<file path="config.mk">
export PLATFORM = sky130hd
export DESIGN_NAME = sram_sched_flat
export DESIGN_NICKNAME = d
export VERILOG_FILES = /design/src/rtl/sram_sched_if.sv /design/src/rtl/sram_sched.sv /design/src/flat_wrapper.sv
export SDC_FILE = /design/constraint.sdc
export NUM_CORES = 1
export LEC_CHECK = 0
export ABC_CLOCK_PERIOD_IN_PS = 2150
export CAP_MARGIN = 0
export CORE_MARGIN = 2
export CORE_UTILIZATION = 43
export CTS_CLUSTER_SIZE = 16
export DETAILED_ROUTE_END_ITERATION = 10
export GPL_TIMING_DRIVEN = 0
export PLACE_DENSITY_LB_ADDON = 0.2
export SKIP_CTS_REPAIR_TIMING = 1
export SYNTH_ARGS = -nofsm -noshare
export SYNTH_HDL_FRONTEND = slang
export SYNTH_SLANG_ARGS = --single-unit
</file>
<file path="constraint.sdc">
create_clock -name clock -period 2.15 [get_ports clock]
set_input_delay 0.3225 -clock clock [delete_from_list [all_inputs] [get_ports clock]]
set_output_delay 0.3225 -clock clock [all_outputs]
set_load 0.02 [all_outputs]
</file>
<file path="src/rtl/sram_sched_if.sv">
// rtl/sram_sched_if.sv - request/response and SRAM pin bundle for sram_sched
interface sram_sched_if #(
   parameter int AW = 21
);
   logic          cfgE;
   logic          cfgD;
   logic          init;
   logic          iniReq;
   logic          iniAck;
   logic [AW-1:0] iniA;
   logic [7:0]    iniD;
   logic          cpuRd;
   logic          cpuWr;
   logic [AW-1:0] cpuA;
   logic [7:0]    cpuD;
   logic [7:0]    cpuQ;
   logic          cpuAck;
   logic          sramWe;
   logic [AW-1:0] sramA;
   logic [7:0]    dqO;
   logic          dqOe;
   logic [7:0]    dqI;

   modport master (
      output init, iniReq, iniA, iniD, cpuRd, cpuWr, cpuA, cpuD, dqI,
      input  cfgE, cfgD, iniAck, cpuQ, cpuAck, sramWe, sramA, dqO, dqOe
   );

   modport slave (
      input  init, iniReq, iniA, iniD, cpuRd, cpuWr, cpuA, cpuD, dqI,
      output cfgE, cfgD, iniAck, cpuQ, cpuAck, sramWe, sramA, dqO, dqOe
   );
endinterface

</file>
<file path="src/rtl/sram_sched.sv">
// rtl/sram_sched.sv - boot/loader/core scheduler for one async 8-bit SRAM (optional read cache: SRAM_RDCACHE_EN)
module sram_sched #(
   parameter int            AW      = 21,
   parameter logic [AW-1:0] CFGADDR = AW'(21'h08FD5),
   parameter int            CFGDLY  = 3,
   parameter int            WRCYC   = 2,
   parameter int            RDCYC   = 2
) (
   input logic         clock,
   input logic         reset,
   sram_sched_if.slave bus
);

   localparam logic [7:0] CFG_LAST  = 8'(CFGDLY - 1);
   localparam logic [7:0] WR_LAST   = 8'(WRCYC - 1);
   // dqI is captured one cycle before the end of RD so cpuQ is already valid when cpuAck shows;
   // this needs RDCYC >= 2
   localparam logic [7:0] RD_SAMPLE = 8'(RDCYC - 2);
   localparam logic [7:0] RD_LAST   = 8'(RDCYC - 1);

   typedef enum logic [2:0] {S_CFG, S_IDLE, S_WSET, S_WLOW, S_WREL, S_RD} state_t;

   state_t        state;
   logic [7:0]    cnt;
   logic          we;
   logic          oe;
   logic [AW-1:0] addr;
   logic [7:0]    dout;
   logic          cfg_e;
   logic          cfg_d;
   logic [7:0]    q;
   logic          ini_ack;
   logic          cpu_ack;
   logic          wr_cpu;

   logic          go_wr;
   logic          go_rd;
   logic [AW-1:0] req_a;
   logic [7:0]    req_d;

`ifdef SRAM_RDCACHE_EN
   logic          c_valid;
   logic [AW-1:0] c_tag;
   logic [7:0]    c_data;
   logic          init_q;
   logic          hit;

   assign hit = go_rd && c_valid && (c_tag == bus.cpuA);
`endif

   // Owner selection in IDLE; nothing is accepted while an ack pulse is still out
   always_comb begin
      go_wr = 1'b0;
      go_rd = 1'b0;
      req_a = bus.cpuA;
      req_d = bus.cpuD;
      if (state == S_IDLE && !ini_ack && !cpu_ack) begin
         if (!bus.init) begin
            go_wr = bus.iniReq;
            req_a = bus.iniA;
            req_d = bus.iniD;
         end else begin
            go_wr = bus.cpuWr;
            go_rd = bus.cpuRd && !bus.cpuWr;
         end
      end
   end

   // Sequencer: config read, write strobe timing, read timing; all pin outputs registered
   always_ff @(posedge clock or negedge reset) begin
      if (!reset) begin
         state   <= S_CFG;
         cnt     <= 8'd0;
         we      <= 1'b1;
         oe      <= 1'b0;
         addr    <= CFGADDR;
         dout    <= 8'd0;
         cfg_e   <= 1'b0;
         cfg_d   <= 1'b0;
         q       <= 8'd0;
         ini_ack <= 1'b0;
         cpu_ack <= 1'b0;
         wr_cpu  <= 1'b0;
`ifdef SRAM_RDCACHE_EN
         c_valid <= 1'b0;
         c_tag   <= '0;
         c_data  <= 8'd0;
         init_q  <= 1'b0;
`endif
      end else begin
         ini_ack <= 1'b0;
         cpu_ack <= 1'b0;
         case (state)
            S_CFG: begin
               addr <= CFGADDR;
               we   <= 1'b1;
               oe   <= 1'b0;
               if (cnt == CFG_LAST) begin
                  cfg_d <= bus.dqI[0];
                  cfg_e <= 1'b1;
                  cnt   <= 8'd0;
                  state <= S_IDLE;
               end else begin
                  cnt <= cnt + 8'd1;
               end
            end
            S_IDLE: begin
               if (go_wr) begin
                  addr   <= req_a;
                  dout   <= req_d;
                  oe     <= 1'b1;
                  wr_cpu <= bus.init;
                  state  <= S_WSET;
               end else if (go_rd) begin
`ifdef SRAM_RDCACHE_EN
                  if (hit) begin
                     q       <= c_data;
                     cpu_ack <= 1'b1;
                  end else begin
                     addr  <= req_a;
                     cnt   <= 8'd0;
                     state <= S_RD;
                  end
`else
                  addr  <= req_a;
                  cnt   <= 8'd0;
                  state <= S_RD;
`endif
               end
            end
            S_WSET: begin
               we    <= 1'b0;
               cnt   <= 8'd0;
               state <= S_WLOW;
            end
            S_WLOW: begin
               if (cnt == WR_LAST) begin
                  we      <= 1'b1;
                  ini_ack <= !wr_cpu;
                  cpu_ack <= wr_cpu;
                  state   <= S_WREL;
               end else begin
                  cnt <= cnt + 8'd1;
               end
            end
            S_WREL: begin
               oe    <= 1'b0;
               state <= S_IDLE;
            end
            S_RD: begin
               if (cnt == RD_SAMPLE) begin
                  q       <= bus.dqI;
                  cpu_ack <= 1'b1;
               end
               if (cnt == RD_LAST) begin
                  cnt   <= 8'd0;
                  state <= S_IDLE;
               end else begin
                  cnt <= cnt + 8'd1;
               end
            end
            default: state <= S_CFG;
         endcase
`ifdef SRAM_RDCACHE_EN
         init_q <= bus.init;
         if (go_wr && c_valid && (c_tag == req_a))
            c_data <= req_d;
         if (state == S_RD && cnt == RD_SAMPLE) begin
            c_valid <= 1'b1;
            c_tag   <= addr;
            c_data  <= bus.dqI;
         end
         // the loader may rewrite anything once init drops, so the entry cannot be trusted
         if (init_q && !bus.init)
            c_valid <= 1'b0;
`endif
      end
   end

   assign bus.sramWe = we;
   assign bus.sramA  = addr;
   assign bus.dqO    = dout;
   assign bus.dqOe   = oe;
   assign bus.cfgE   = cfg_e;
   assign bus.cfgD   = cfg_d;
   assign bus.cpuQ   = q;
   assign bus.iniAck = ini_ack;
   assign bus.cpuAck = cpu_ack;

endmodule
</file>
<file path="src/flat_wrapper.sv">
// flat-port wrapper written by rule: the top's interface ports become plain ports
module sram_sched_flat 
#(
   parameter int            AW      = 21,
   parameter logic [AW-1:0] CFGADDR = AW'(21'h08FD5),
   parameter int            CFGDLY  = 3,
   parameter int            WRCYC   = 2,
   parameter int            RDCYC   = 2
)
  (clock, reset, bus_init, bus_iniReq, bus_iniA, bus_iniD, bus_cpuRd, bus_cpuWr, bus_cpuA, bus_cpuD, bus_dqI, bus_cfgE, bus_cfgD, bus_iniAck, bus_cpuQ, bus_cpuAck, bus_sramWe, bus_sramA, bus_dqO, bus_dqOe);
  sram_sched_if #(.AW(AW)) bus_i ();
  input logic clock;
  input logic reset;
  input wire logic [$bits(bus_i.init)-1:0] bus_init;
  input wire logic [$bits(bus_i.iniReq)-1:0] bus_iniReq;
  input wire logic [$bits(bus_i.iniA)-1:0] bus_iniA;
  input wire logic [$bits(bus_i.iniD)-1:0] bus_iniD;
  input wire logic [$bits(bus_i.cpuRd)-1:0] bus_cpuRd;
  input wire logic [$bits(bus_i.cpuWr)-1:0] bus_cpuWr;
  input wire logic [$bits(bus_i.cpuA)-1:0] bus_cpuA;
  input wire logic [$bits(bus_i.cpuD)-1:0] bus_cpuD;
  input wire logic [$bits(bus_i.dqI)-1:0] bus_dqI;
  output wire logic [$bits(bus_i.cfgE)-1:0] bus_cfgE;
  output wire logic [$bits(bus_i.cfgD)-1:0] bus_cfgD;
  output wire logic [$bits(bus_i.iniAck)-1:0] bus_iniAck;
  output wire logic [$bits(bus_i.cpuQ)-1:0] bus_cpuQ;
  output wire logic [$bits(bus_i.cpuAck)-1:0] bus_cpuAck;
  output wire logic [$bits(bus_i.sramWe)-1:0] bus_sramWe;
  output wire logic [$bits(bus_i.sramA)-1:0] bus_sramA;
  output wire logic [$bits(bus_i.dqO)-1:0] bus_dqO;
  output wire logic [$bits(bus_i.dqOe)-1:0] bus_dqOe;
  assign bus_i.init = bus_init;
  assign bus_i.iniReq = bus_iniReq;
  assign bus_i.iniA = bus_iniA;
  assign bus_i.iniD = bus_iniD;
  assign bus_i.cpuRd = bus_cpuRd;
  assign bus_i.cpuWr = bus_cpuWr;
  assign bus_i.cpuA = bus_cpuA;
  assign bus_i.cpuD = bus_cpuD;
  assign bus_i.dqI = bus_dqI;
  assign bus_cfgE = bus_i.cfgE;
  assign bus_cfgD = bus_i.cfgD;
  assign bus_iniAck = bus_i.iniAck;
  assign bus_cpuQ = bus_i.cpuQ;
  assign bus_cpuAck = bus_i.cpuAck;
  assign bus_sramWe = bus_i.sramWe;
  assign bus_sramA = bus_i.sramA;
  assign bus_dqO = bus_i.dqO;
  assign bus_dqOe = bus_i.dqOe;
  sram_sched #(.AW(AW), .CFGADDR(CFGADDR), .CFGDLY(CFGDLY), .WRCYC(WRCYC), .RDCYC(RDCYC)) u_core (.clock(clock), .reset(reset), .bus(bus_i));
endmodule
</file>
# == Word level (Yosys, flattened, before mapping) ==
# Cells that the tools add are included.
# totals
regBits,55
in_bits,72
out_inout_bits,43
wordCells,82
# classes
add_sub_neg,1
n_eq_ne,15
muxes,32
reduce_logical,22
# op_table
op,count
21-bit two-way mux,4
8-bit two-way mux,7
21-bit one-hot mux with 2 select lines,1
8-bit one-hot mux with 5 select lines,1
3-bit one-hot mux with 6 select lines,1
3-bit two-way mux,5
2-bit AND reduction,6
1-bit two-way mux,10
"2-bit by 1-bit inequality test with 1-bit output, second input constant",5
"8-bit by 1-bit adder with 8-bit output, second input constant",1
"8-bit by 1-bit == test with 1-bit output, second input constant",1
"8-bit by 2-bit == test with 1-bit output, second input constant",1
8-bit zero test,1
4-bit AND reduction,2
"3-bit by 2-bit == test with 1-bit output, second input constant",2
"3-bit == test, second input constant",2
5-bit nonzero test,1
1-bit zero test,4
"2-bit inequality test, second input constant",2
1-bit one-hot mux with 2 select lines,2
2-bit nonzero test,2
"3-bit by 1-bit == test with 1-bit output, second input constant",1
1-bit logical AND,3
3-bit zero test,1
4 further kinds,4

# == Longest topological paths before layout ==
# Gate-level depths: netlist of run 1.
# depth
word_depth,7
mapped_depth,7
depth_no_buf,6

# == Worst setup path before layout of run 1 ==
# No wires, ideal clock.
# synth_timing
path_kind,reg-to-reg
startpoint,reg u_core.ini_ack (netlist: u_core.bus.iniAck)
endpoint,reg u_core.addr[12] (netlist: u_core.bus.sramA[12])
setup_time_ps,122
arrival_time_ps,1762
t_required_ps,2028
slack_ps,266
path_stages_with_launch,6
path_buffers,2
period_less_slack_ps,1884
cell_sequence,dfrtp_1 > or4_1 > buf_2 > a211o_1 > clkbuf_1 > o2bb2ai_1
# synth_between
elab_chain_len,7
elab_cells_between_ends,11
classes_between,1 x eq/ne; 6 x mux; 4 x reduce/logical
# synth_rtl
element,line,rtl
from (decl),sram_sched.sv:32,logic ini_ack;
from (signal assigned),sram_sched.sv:139,ini_ack <= !wr_cpu;
1-bit zero test *,sram_sched.sv:57,if (state == S_IDLE && !ini_ack && !cpu_ack) begin
1-bit logical AND * (2 in a row),sram_sched.sv:57,
21-bit two-way mux,sram_sched.sv:57,
21-bit two-way mux,sram_sched.sv:114,end else if (go_rd) begin
21-bit two-way mux,sram_sched.sv:108,if (go_wr) begin
21-bit one-hot mux with 2 select lines,sram_sched.sv:93,case (state)
to (signal assigned),sram_sched.sv:109,addr <= req_a;
to (signal assigned),sram_sched.sv:125,addr <= req_a;
to (decl),sram_sched.sv:27,logic [AW-1:0] addr;
# Every way passes the cells marked *; elsewhere a longest branch is shown, timed or not. The select of a mux whose other input is x is not followed.
# A chain may end at the register's enable or synchronous reset.

# == Worst setup path after layout of run 1 ==
# layout_timing
startpoint,reg u_core.state[1]
endpoint,reg u_core.state[2]
# layout_between
elab_chain_len,6
elab_cells_between_ends,17
classes_between,9 x eq/ne; 4 x mux; 4 x reduce/logical
# layout_rtl
element,line,rtl
from (decl),sram_sched.sv:23,state_t state;
from (signal assigned),sram_sched.sv:72,state <= S_CFG;
from (signal assigned),sram_sched.sv:102,state <= S_IDLE;
from (signal assigned),sram_sched.sv:113,state <= S_WSET;
3-bit by 1-bit == test with 1-bit output,"sram_sched.sv:57, sram_sched.sv:93",
1-bit logical AND (2 in a row),sram_sched.sv:57,
1-bit two-way mux,sram_sched.sv:57,
3-bit two-way mux / 3-bit by 1-bit inequality test with 1-bit output (equally long branches),--,
3-bit one-hot mux with 6 select lines / 4-bit AND reduction (equally long branches),--,
# Several ways; a longest one is shown, not always the timed one.

==> results.json, run 1 <==
{
  "p_per_area_mw_per_mm2": 1280,
  "worst_hold_slack_ps": -37.8,
  "synth_xor_area_share_pct": 0,
  "worst-path-buf-inv": 1,
  "max_stage_delay_ps": 460,
  "arrival_ps": 2270,
  "synth_cells": 247,
  "die_y_um": 84.6,
  "violations": "negative hold slack",
  "cts_tree": "done",
  "worst_slew_pin_slew_ps": 688,
  "timing.rr.start": "u_core.state[1]$_DFFE_PN0P_",
  "insertion_delay_ps": 310,
  "fin_ws_ps": 76.8,
  "vias_per_cell": 5.47,
  "setup_viol": 0,
  "wl_mm": 7.26,
  "postRouteAntennaNets": 0,
  "hpwl_mm": 5.49,
  "synth_adder_area_share_pct": 1.79,
  "total_power_uw": 5330,
  "postSynthAreaPerCell_um2": 11.3,
  "crit_start": "u_core.state[1]$_DFFE_PN0P_",
  "gp_congestion": 0.855,
  "synth_area_leader_cell": "dfrtp_1",
  "post-route-period-util_pct": 96.4,
  "max_freq_ghz": 0.482,
  "cp.required_ps": 2350,
  "finalHoldViolations": 20,
  "drt_iter0_drc": 61,
  "maxSlewViolCount": 0,
  "initial_utilization_pct": 44.3,
  "root_buffer": "clkbuf_8",
  "cts_sinks": 55,
  "yosys-mux-area-fraction_pct": 14.4,
  "routedWlPerCell_um": 16.2,
  "synth.area.top_cells": "dfrtp_1 39%, mux2i_1 11%, dfstp_2 10%",
  "post-route-min-period_ps": 2070,
  "grt_pass1_vias": 2486,
  "ys.flop_type": "dfrtp_1",
  "start_kind": "flip-flop",
  "power_frac_seq_pct": 33.0,
  "num_vias": 2445,
  "vdd_drop_max_mv": 0.801,
  "yosys.area_share.simple_pct": 11.4,
  "pwr-share-clk_pct": 10.4,
  "sw_frac_of_total_pct": 40.4,
  "crit_family": "simple AND/OR/NAND/NOR gates",
  "ys_seq_area_share_pct": 49.7,
  "num_antenna_cells": 0,
  "area_growth_pct": 48.9,
  "power_leakage_uw": 0.00185,
  "grt_overflow_total": 0,
  "drive_gt1_share_pct": 13.0,
  "synth_common_cells": "44 x dfrtp_1, 30 x mux2i_1, 15 x nor2_1, 13 x a21oi_1",
  "die_width_um": 84.6,
  "synth_nets": 323,
  "track_usage_pct": 20.3,
  "die-area_mm2": 0.00716,
  "num_io_pins": 115,
  "cts_buffers": 5,
  "outcome": "complete, but fails checks",
  "synth_top_family_by_area": "compound AO/OA/AOI/OAI gates",
  "synth_edf_count": 0,
  "p_comb_share_pct": 56.6,
  "synth_top_area_share_pct": 39.4,
  "worstPathCellList": "buf_1 > or3_1 > a31oi_2 > nor2_1 > a21o_1",
  "grt_start_max_net_pins": 36,
  "crit_type": "reg2reg",
  "rsz0062_at_grt": "no",
  "netlist_area_mm2": 0.00280,
  "crit_path_max_fanout": 10,
  "dp_slack_ps": -424,
  "ys_ff_latch": 55,
  "async_flop_share_pct": 100,
  "switchingPower_uw": 2160,
  "ys_types": 49,
  "yosysWarnings": 0,
  "coreArea_mm2": 0.00631,
  "critPathSlowestCell": "or3_1",
  "maxCapViolCount": 0,
  "num_rows": 29,
  "first_pass_iters": 4,
  "cts_htree_levels": 2,
  "yosysMostFrequentCell": "dfrtp_1",
  "end_kind": "flip-flop",
  "clkTransAtPathRegs_ps": 100,
  "route.detailed.drc": 0,
  "hold_class": "in2async",
  "finClkSkew_ps": 15.5,
  "port_buffers": 114,
  "antenna_found_initial": 0,
  "internal_power_uw": 3180,
  "cts.path.max_buffers": 2,
  "num-nets-final": 445,
  "synth_compound_area_share_pct": 18.5,
  "grt_pass1_wl_mm": 11.8,
  "max_slew_margin_pct": 53.9
}
[state kept, by name (all words and copies together) (netlist names)]
signal             cells
u_core.bus.cpuQ        8
u_core.cnt             8
u_core.state           3
u_core.bus.dqOe        1
u_core.bus.cfgD        1
u_core.bus.sramWe      1
u_core.bus.iniAck      1
u_core.bus.cfgE        1
u_core.wr_cpu          1
u_core.bus.sramA      21
u_core.bus.dqO         8
u_core.bus.cpuAck      1
[metrics by stage]
step | hold WS, ps | utilization [%] | instance area (µm²) | instances | TNS [ps]
after floorplan | 26.9 | - | 2800 | 247 | 0
after global placement | 439 | 63.9 | 4030 | 438 | -54870
after detailed placement | 318 | 64.1 | 4050 | 439 | -9890
after CTS | -24.2 | 65.4 | 4130 | 447 | -365
after global routing | 4.85 | 66.0 | 4170 | 447 | 0
final | -37.8 | 66.0 | 4170 | 447 | 0
[power groups by stage]
stage | combinational (µW) | sequential, µW | clock, µW
floorplan | 1380 | 2160 | 0
global placement | 2910 | 1750 | 0
global route | 3250 | 1810 | 608
CTS | 2980 | 1760 | 571
detailed placement | 2970 | 1770 | 0
finish | 3020 | 1760 | 554
[layout by cell type (no fill, tap or decap), types with 9 or more instances in the layout]
cell	synthesis	layout
clkdlybuf4s50_1	0	112
dfrtp_1	44	44
mux2i_1	30	30
nor2_1	15	15
a21oi_1	13	13
nand3_1	11	11
a2bb2oi_1	11	11
dfstp_2	11	11
inv_1	9	9
o2bb2ai_1	11	9
mux2_2	9	9
[cell type report]
class	instances	area, µm²
well taps	77	96.3
multi-input cells	168	1320
plain buffers	15	88.8
fillers	534	2150
repair buffers	115	1160
clock buffers	8	80.1
flip-flops and latches	55	1390
inverters	9	33.8
[worst paths after layout]
check                                              endpoint  cells after the start  slack [ps]
setup / recovery                u_core.state[2]$_DFFE_PN0P_                      5          80
hold reg to reg                 u_core.bus.iniAck$_DFF_PN0_                      1         470
min in group clock              u_core.bus.iniAck$_DFF_PN0_                      1         470
setup reg to reg                u_core.state[2]$_DFFE_PN0P_                      5          80
hold / removal                    u_core.cnt[2]$_DFFE_PN0P_                      1         -40
max in group asynchronous  u_core.bus.sramA[11]$_DFFE_PN1P_                      2        1550
[routing by layer]
layer / routed length, µm / track usage (%) / vias up
li1: - / - / 1159
met1: 3050 / 25.9 / 1199
met2: 3630 / 34.0 / 79
met3: 510 / 6.00 / 8
met4: 72 / 4.76 / 0
met5: 0 / 0 / -
[cells by family (layout without fill, tap and decap cells)]
| logic type | after synthesis | after routing |
|---|---|---|
| compound gates | 69 | 69 |
| simple gates | 56 | 56 |
| flops | 55 | 55 |
| mux | 39 | 39 |
| buf+inv | 24 | 147 |
| fa+ha+maj | 4 | 4 |
No activity file was read; power rests on OpenSTA's default activity.
==> run 2: changes to the inputs <==
--- a/config.mk
+++ b/config.mk
@@ -13,6 +13,7 @@
 export DETAILED_ROUTE_END_ITERATION = 10
 export GPL_TIMING_DRIVEN = 0
 export PLACE_DENSITY_LB_ADDON = 0.2
+export REMOVE_ABC_BUFFERS = 1
 export SKIP_CTS_REPAIR_TIMING = 1
 export SYNTH_ARGS = -nofsm -noshare
 export SYNTH_HDL_FRONTEND = slang
==> results.json, run 2 (synthesis results as in run 1) <==
{
  "die_y_um": 84.6,
  "first_pass_iters": 4,
  "p_per_area_mw_per_mm2": 1320,
  "met1_usage_pct": 26.0,
  "grt_pass1_wl_mm": 11.5,
  "track_usage_pct": 19.7,
  "final_cell_mix": "112 x clkdlybuf4s50_1, 42 x dfrtp_1, 30 x mux2i_1",
  "worstPathCellList": "or4_4 > or3_4 > mux2i_1 > o2bb2ai_1",
  "grt_overflow_total": 0,
  "port_buffers": 114,
  "fin_ws_ps": 51.4,
  "rr_worst_depth": 4,
  "post-route-min-period_ps": 2100,
  "clkTransAtPathRegs_ps": 100,
  "power_leakage_uw": 0.00183,
  "cts.path.max_buffers": 2,
  "start_kind": "flip-flop",
  "root_buffer": "clkbuf_8",
  "rsz0062_at_grt": "no",
  "crit_family": "simple AND/OR/NAND/NOR gates",
  "coreArea_mm2": 0.00631,
  "antenna_found_initial": 0,
  "max_stage_delay_ps": 630,
  "outcome": "completed",
  "vdd_drop_max_mv": 1.05,
  "finalHoldViolations": 0,
  "critPathSlowestCell": "or4_4",
  "fillers": 512,
  "hpwl_mm": 5.15,
  "vias_per_cell": 5.48,
  "cts_tree": "done",
  "insertion_delay_ps": 310,
  "routedWlPerCell_um": 16.8,
  "worst-path-buf-inv": 0,
  "gr-usage-met2_pct": 31.9,
  "post-route-period-util_pct": 97.6,
  "use_met3_pct": 6.49,
  "arrival_ps": 2310,
  "worst_hold_slack_ps": 23.1,
  "max_slew_margin_pct": 51.0,
  "cts_buffers": 5,
  "postRouteAntennaNets": 0,
  "setup_viol": 0,
  "gr-max-usage-layer": "met2",
  "die-area_mm2": 0.00716,
  "drive_gt1_share_pct": 13.9,
  "cp.required_ps": 2360,
  "crit_type": "reg2reg",
  "dp_slack_ps": -732,
  "num-nets-final": 434,
  "route.detailed.drc": 0,
  "num_io_pins": 115,
  "end_kind": "flip-flop",
  "gp_congestion": 0.829,
  "num_rows": 29,
  "initial_utilization_pct": 44.3,
  "drt_iter0_drc": 175,
  "maxCapViolCount": 0,
  "wl_mm": 7.31,
  "cts_htree_levels": 2,
  "fin_tns_setup_ps": 0,
  "crit_path_max_fanout": 15,
  "rrSetupSlack_ps": 50,
  "timing.rr.end": "u_core.bus.sramA[5]$_DFFE_PN0P_",
  "maxSlewViolCount": 0,
  "timing.rr.start": "u_core.state[1]$_DFFE_PN0P_",
  "grt_start_max_net_pins": 29,
  "die_width_um": 84.6,
  "finClkSkew_ps": 9.21,
  "largest_reg_flops": 21,
  "area_growth_pct": 49.3,
  "grt_pass1_vias": 2342,
  "mostFrequentLayoutCell": "clkdlybuf4s50_1",
  "fin_area_mm2": 0.00418,
  "worst_slew_pin_slew_ps": 732,
  "placed_area_mm2": 0.00398,
  "max_freq_ghz": 0.477,
  "cts_sinks": 55,
  "num_antenna_cells": 0,
  "hold_class": "in2async",
  "num_vias": 2391
}
==> run 2: through the flow <==
stage / util [%] / cells / power [µW]
2_1_floorplan: - / 232 / 3430
3_3_place_gp: 62.5 / 423 / 4570
3_5_place_dp: 63.0 / 425 / 4650
4_1_cts: 64.8 / 433 / 5360
5_1_grt: 66.1 / 436 / 5850
6_report: 66.1 / 436 / 5510
==> run 2: how the worst max path moves through the flow <==
stage	startpoint	to	slack [ps]	cells after the start
2_1_floorplan	u_core.state[1]$_DFFE_PN0P_	u_core.state[2]$_DFFE_PN0P_	-440	4
3_3_place_gp	bus_init	u_core.state[2]$_DFFE_PN0P_	-1240	5
3_5_place_dp	bus_init	u_core.bus.sramA[16]$_DFFE_PN0P_	-730	5
4_1_cts	u_core.state[1]$_DFFE_PN0P_	u_core.bus.sramA[5]$_DFFE_PN0P_	-520	4
5_1_grt	u_core.state[0]$_DFFE_PN0P_	u_core.cnt[4]$_DFFE_PN0P_	0.5	4
6_report	u_core.state[1]$_DFFE_PN0P_	u_core.bus.sramA[5]$_DFFE_PN0P_	50	4
==> run 2: layer usage <==
metal / vias up / share of wire, %
met4: 0 / 0.77
met2: 84 / 50
met3: 5 / 7.1
li1: 1151 / -
met1: 1151 / 42
met5: - / 0
==> run 2: cell type report <==
class	instances	area, µm²	area share [%]
Sequential cell	55	1390	33.4
Multi-Input combinational cell	170	1360	32.5
Timing Repair Buffer	117	1180	28.3
Tap cell	77	96.3	2.31
Clock buffer	6	72.6	1.74
Clock inverter	2	38.8	0.929
Inverter	9	33.8	0.809
==> run 2: worst reg2reg max path: cells and delay by family (launching register included) <==
kind / cells / cell delay (ps)
muxes: 1 / 260
DFF: 1 / 530
and+or+nand+nor: 2 / 1130
AOI/OAI and AO/OA: 1 / 80
==> run 2: report_power, final <==
part           switching [µW]  internal [µW]
registers                 339           1500
logic                    1510           1460
clock network             343            352
==> run 3: changes to the inputs <==
--- a/config.mk
+++ b/config.mk
@@ -5,10 +5,10 @@
 export SDC_FILE = /design/constraint.sdc
 export NUM_CORES = 1
 export LEC_CHECK = 0
-export ABC_CLOCK_PERIOD_IN_PS = 2150
+export ABC_CLOCK_PERIOD_IN_PS = 2400
 export CAP_MARGIN = 0
 export CORE_MARGIN = 2
-export CORE_UTILIZATION = 43
+export CORE_UTILIZATION = 35
 export CTS_CLUSTER_SIZE = 16
 export DETAILED_ROUTE_END_ITERATION = 10
 export GPL_TIMING_DRIVEN = 0
@@ -18,3 +18,4 @@
 export SYNTH_ARGS = -nofsm -noshare
 export SYNTH_HDL_FRONTEND = slang
 export SYNTH_SLANG_ARGS = --single-unit
+export TNS_END_PERCENT = 100
==> constraint.sdc (replaced) <==
create_clock -name clock -period 2.4 [get_ports clock]
set_input_delay 0.36 -clock clock [delete_from_list [all_inputs] [get_ports clock]]
set_output_delay 0.36 -clock clock [all_outputs]
set_load 0.02 [all_outputs]
==> results.json, run 3 (synthesis results as in run 1) <==
{
  "timing.rr.start": "u_core.state[1]$_DFFE_PN0P_",
  "antenna_found_initial": 0,
  "final_cell_mix": "112 x clkdlybuf4s50_1, 44 x dfrtp_1, 30 x mux2i_1",
  "crit_type": "reg2reg",
  "gp_congestion": 0.773,
  "cts_buffers": 5,
  "crit_family": "simple AND/OR/NAND/NOR gates",
  "postRouteAntennaNets": 0,
  "max_slew_margin_pct": 55.2,
  "insertion_delay_ps": 310,
  "vdd_drop_max_mv": 0.570,
  "drt_iter0_drc": 120,
  "finalHoldViolations": 0,
  "cts_tree": "done",
  "power_leakage_uw": 0.00181,
  "num_antenna_cells": 0,
  "post-route-period-util_pct": 92.0,
  "area_growth_pct": 47.3,
  "track_usage_pct": 17.1,
  "end_kind": "flip-flop",
  "worstPathCellList": "or4_1 > nor3_2 > buf_6 > a211oi_1 > a21o_1",
  "gr-usage-met2_pct": 28.1,
  "hold_class": "in2async",
  "outcome": "completed",
  "use_met3_pct": 5.32,
  "met1_usage_pct": 21.6,
  "routedWlPerCell_um": 15.7,
  "num-nets-final": 431,
  "hpwl_mm": 5.33,
  "num_rows": 32,
  "clkTransAtPathRegs_ps": 100,
  "wl_mm": 7.17,
  "port_buffers": 114,
  "worst_hold_slack_ps": 42.3,
  "worst_slew_pin_slew_ps": 668,
  "grt_overflow_total": 0,
  "initial_utilization_pct": 36.2,
  "maxSlewViolCount": 0,
  "start_kind": "flip-flop",
  "setup_viol": 0,
  "rsz0062_at_grt": "no",
  "cts_sinks": 55,
  "p_per_area_mw_per_mm2": 1140,
  "grt_pass1_vias": 2391,
  "critPathSlowestCell": "or4_1",
  "crit_start": "u_core.state[1]$_DFFE_PN0P_",
  "multi_input_area_mm2": 0.00130,
  "mostFrequentLayoutCell": "clkdlybuf4s50_1",
  "route.detailed.drc": 0,
  "total_power_uw": 4700,
  "die-area_mm2": 0.00872,
  "die_width_um": 93.4,
  "crit_path_max_fanout": 15,
  "drive_gt1_share_pct": 11.0,
  "grt_start_max_net_pins": 33,
  "first_pass_iters": 4,
  "worst-path-buf-inv": 1,
  "largest_reg_flops": 21,
  "arrival_ps": 2420,
  "cts.path.max_buffers": 2,
  "coreArea_mm2": 0.00773,
  "maxCapViolCount": 0,
  "grt_pass1_wl_mm": 11.7,
  "fillers": 699,
  "cp.required_ps": 2610,
  "num_vias": 2350,
  "die_y_um": 93.4,
  "vias_per_cell": 5.13,
  "cts_htree_levels": 2,
  "finClkSkew_ps": 3.47,
  "max_stage_delay_ps": 630,
  "register_area_mm2": 0.00139,
  "num_io_pins": 115,
  "max_freq_ghz": 0.453,
  "gr-max-usage-layer": "met2",
  "post-route-min-period_ps": 2210,
  "root_buffer": "clkbuf_8"
}
-- run 3: changes by cell type in the layout (fill, tap and decap cells not counted), sizes merged --
cell,before,now
buf,4,3
inv,10,9
bufinv,1,0
dlymetal6s2s,0,1
clkinv,0,1
or3,6,4
-- run 3: final timing paths --
kind | to | slack, ps | cells past startpoint
min | u_core.cnt[5]$_DFFE_PN0P_ | 40 | 1
min in group clock | u_core.bus.iniAck$_DFF_PN0_ | 460 | 1
max in group asynchronous | u_core.bus.sramA[15]$_DFFE_PN1P_ | 1720 | 2
min reg2reg | u_core.bus.iniAck$_DFF_PN0_ | 460 | 1
max | u_core.state[2]$_DFFE_PN0P_ | 190 | 5
max reg2reg | u_core.state[2]$_DFFE_PN0P_ | 190 | 5
-- run 3: area by class of cell --
class	count	share of cell area [%]
sequential	55	33.7
multi-input combinational	168	31.6
timing repair buffer	116	28.4
tap	102	3.10
clock buffer	7	2.10
inverter	9	0.820
clock inverter	1	0.213
-- run 3: per-stage QoR --
step | utilization, % | cell area [µm²] | setup WS [ps] | TNS (ps) | instances
after floorplan | - | 2710 | -185 | -976 | 232
after global placement | 51.5 | 3980 | -1050 | -65370 | 448
after detailed placement | 51.9 | 4010 | -507 | -12790 | 450
after CTS | 53.1 | 4110 | -244 | -4270 | 458
after global routing | 53.3 | 4120 | 72.5 | 0 | 458
final | 53.3 | 4120 | 191 | 0 | 458
-- run 3: report_power, final --
group | switching [µW] | internal (µW) | total [µW]
Combinational | 1300 | 1220 | 2520
Clock | 308 | 237 | 546
Sequential | 290 | 1340 | 1630
Total | 1900 | 2800 | 4700
-- run 3: metal layers --
layer,vias to the layer above,share of wire [%]
met1,1165,42
met2,53,51
met3,5,6.2
li1,1127,-
met4,0,0.93
met5,-,0
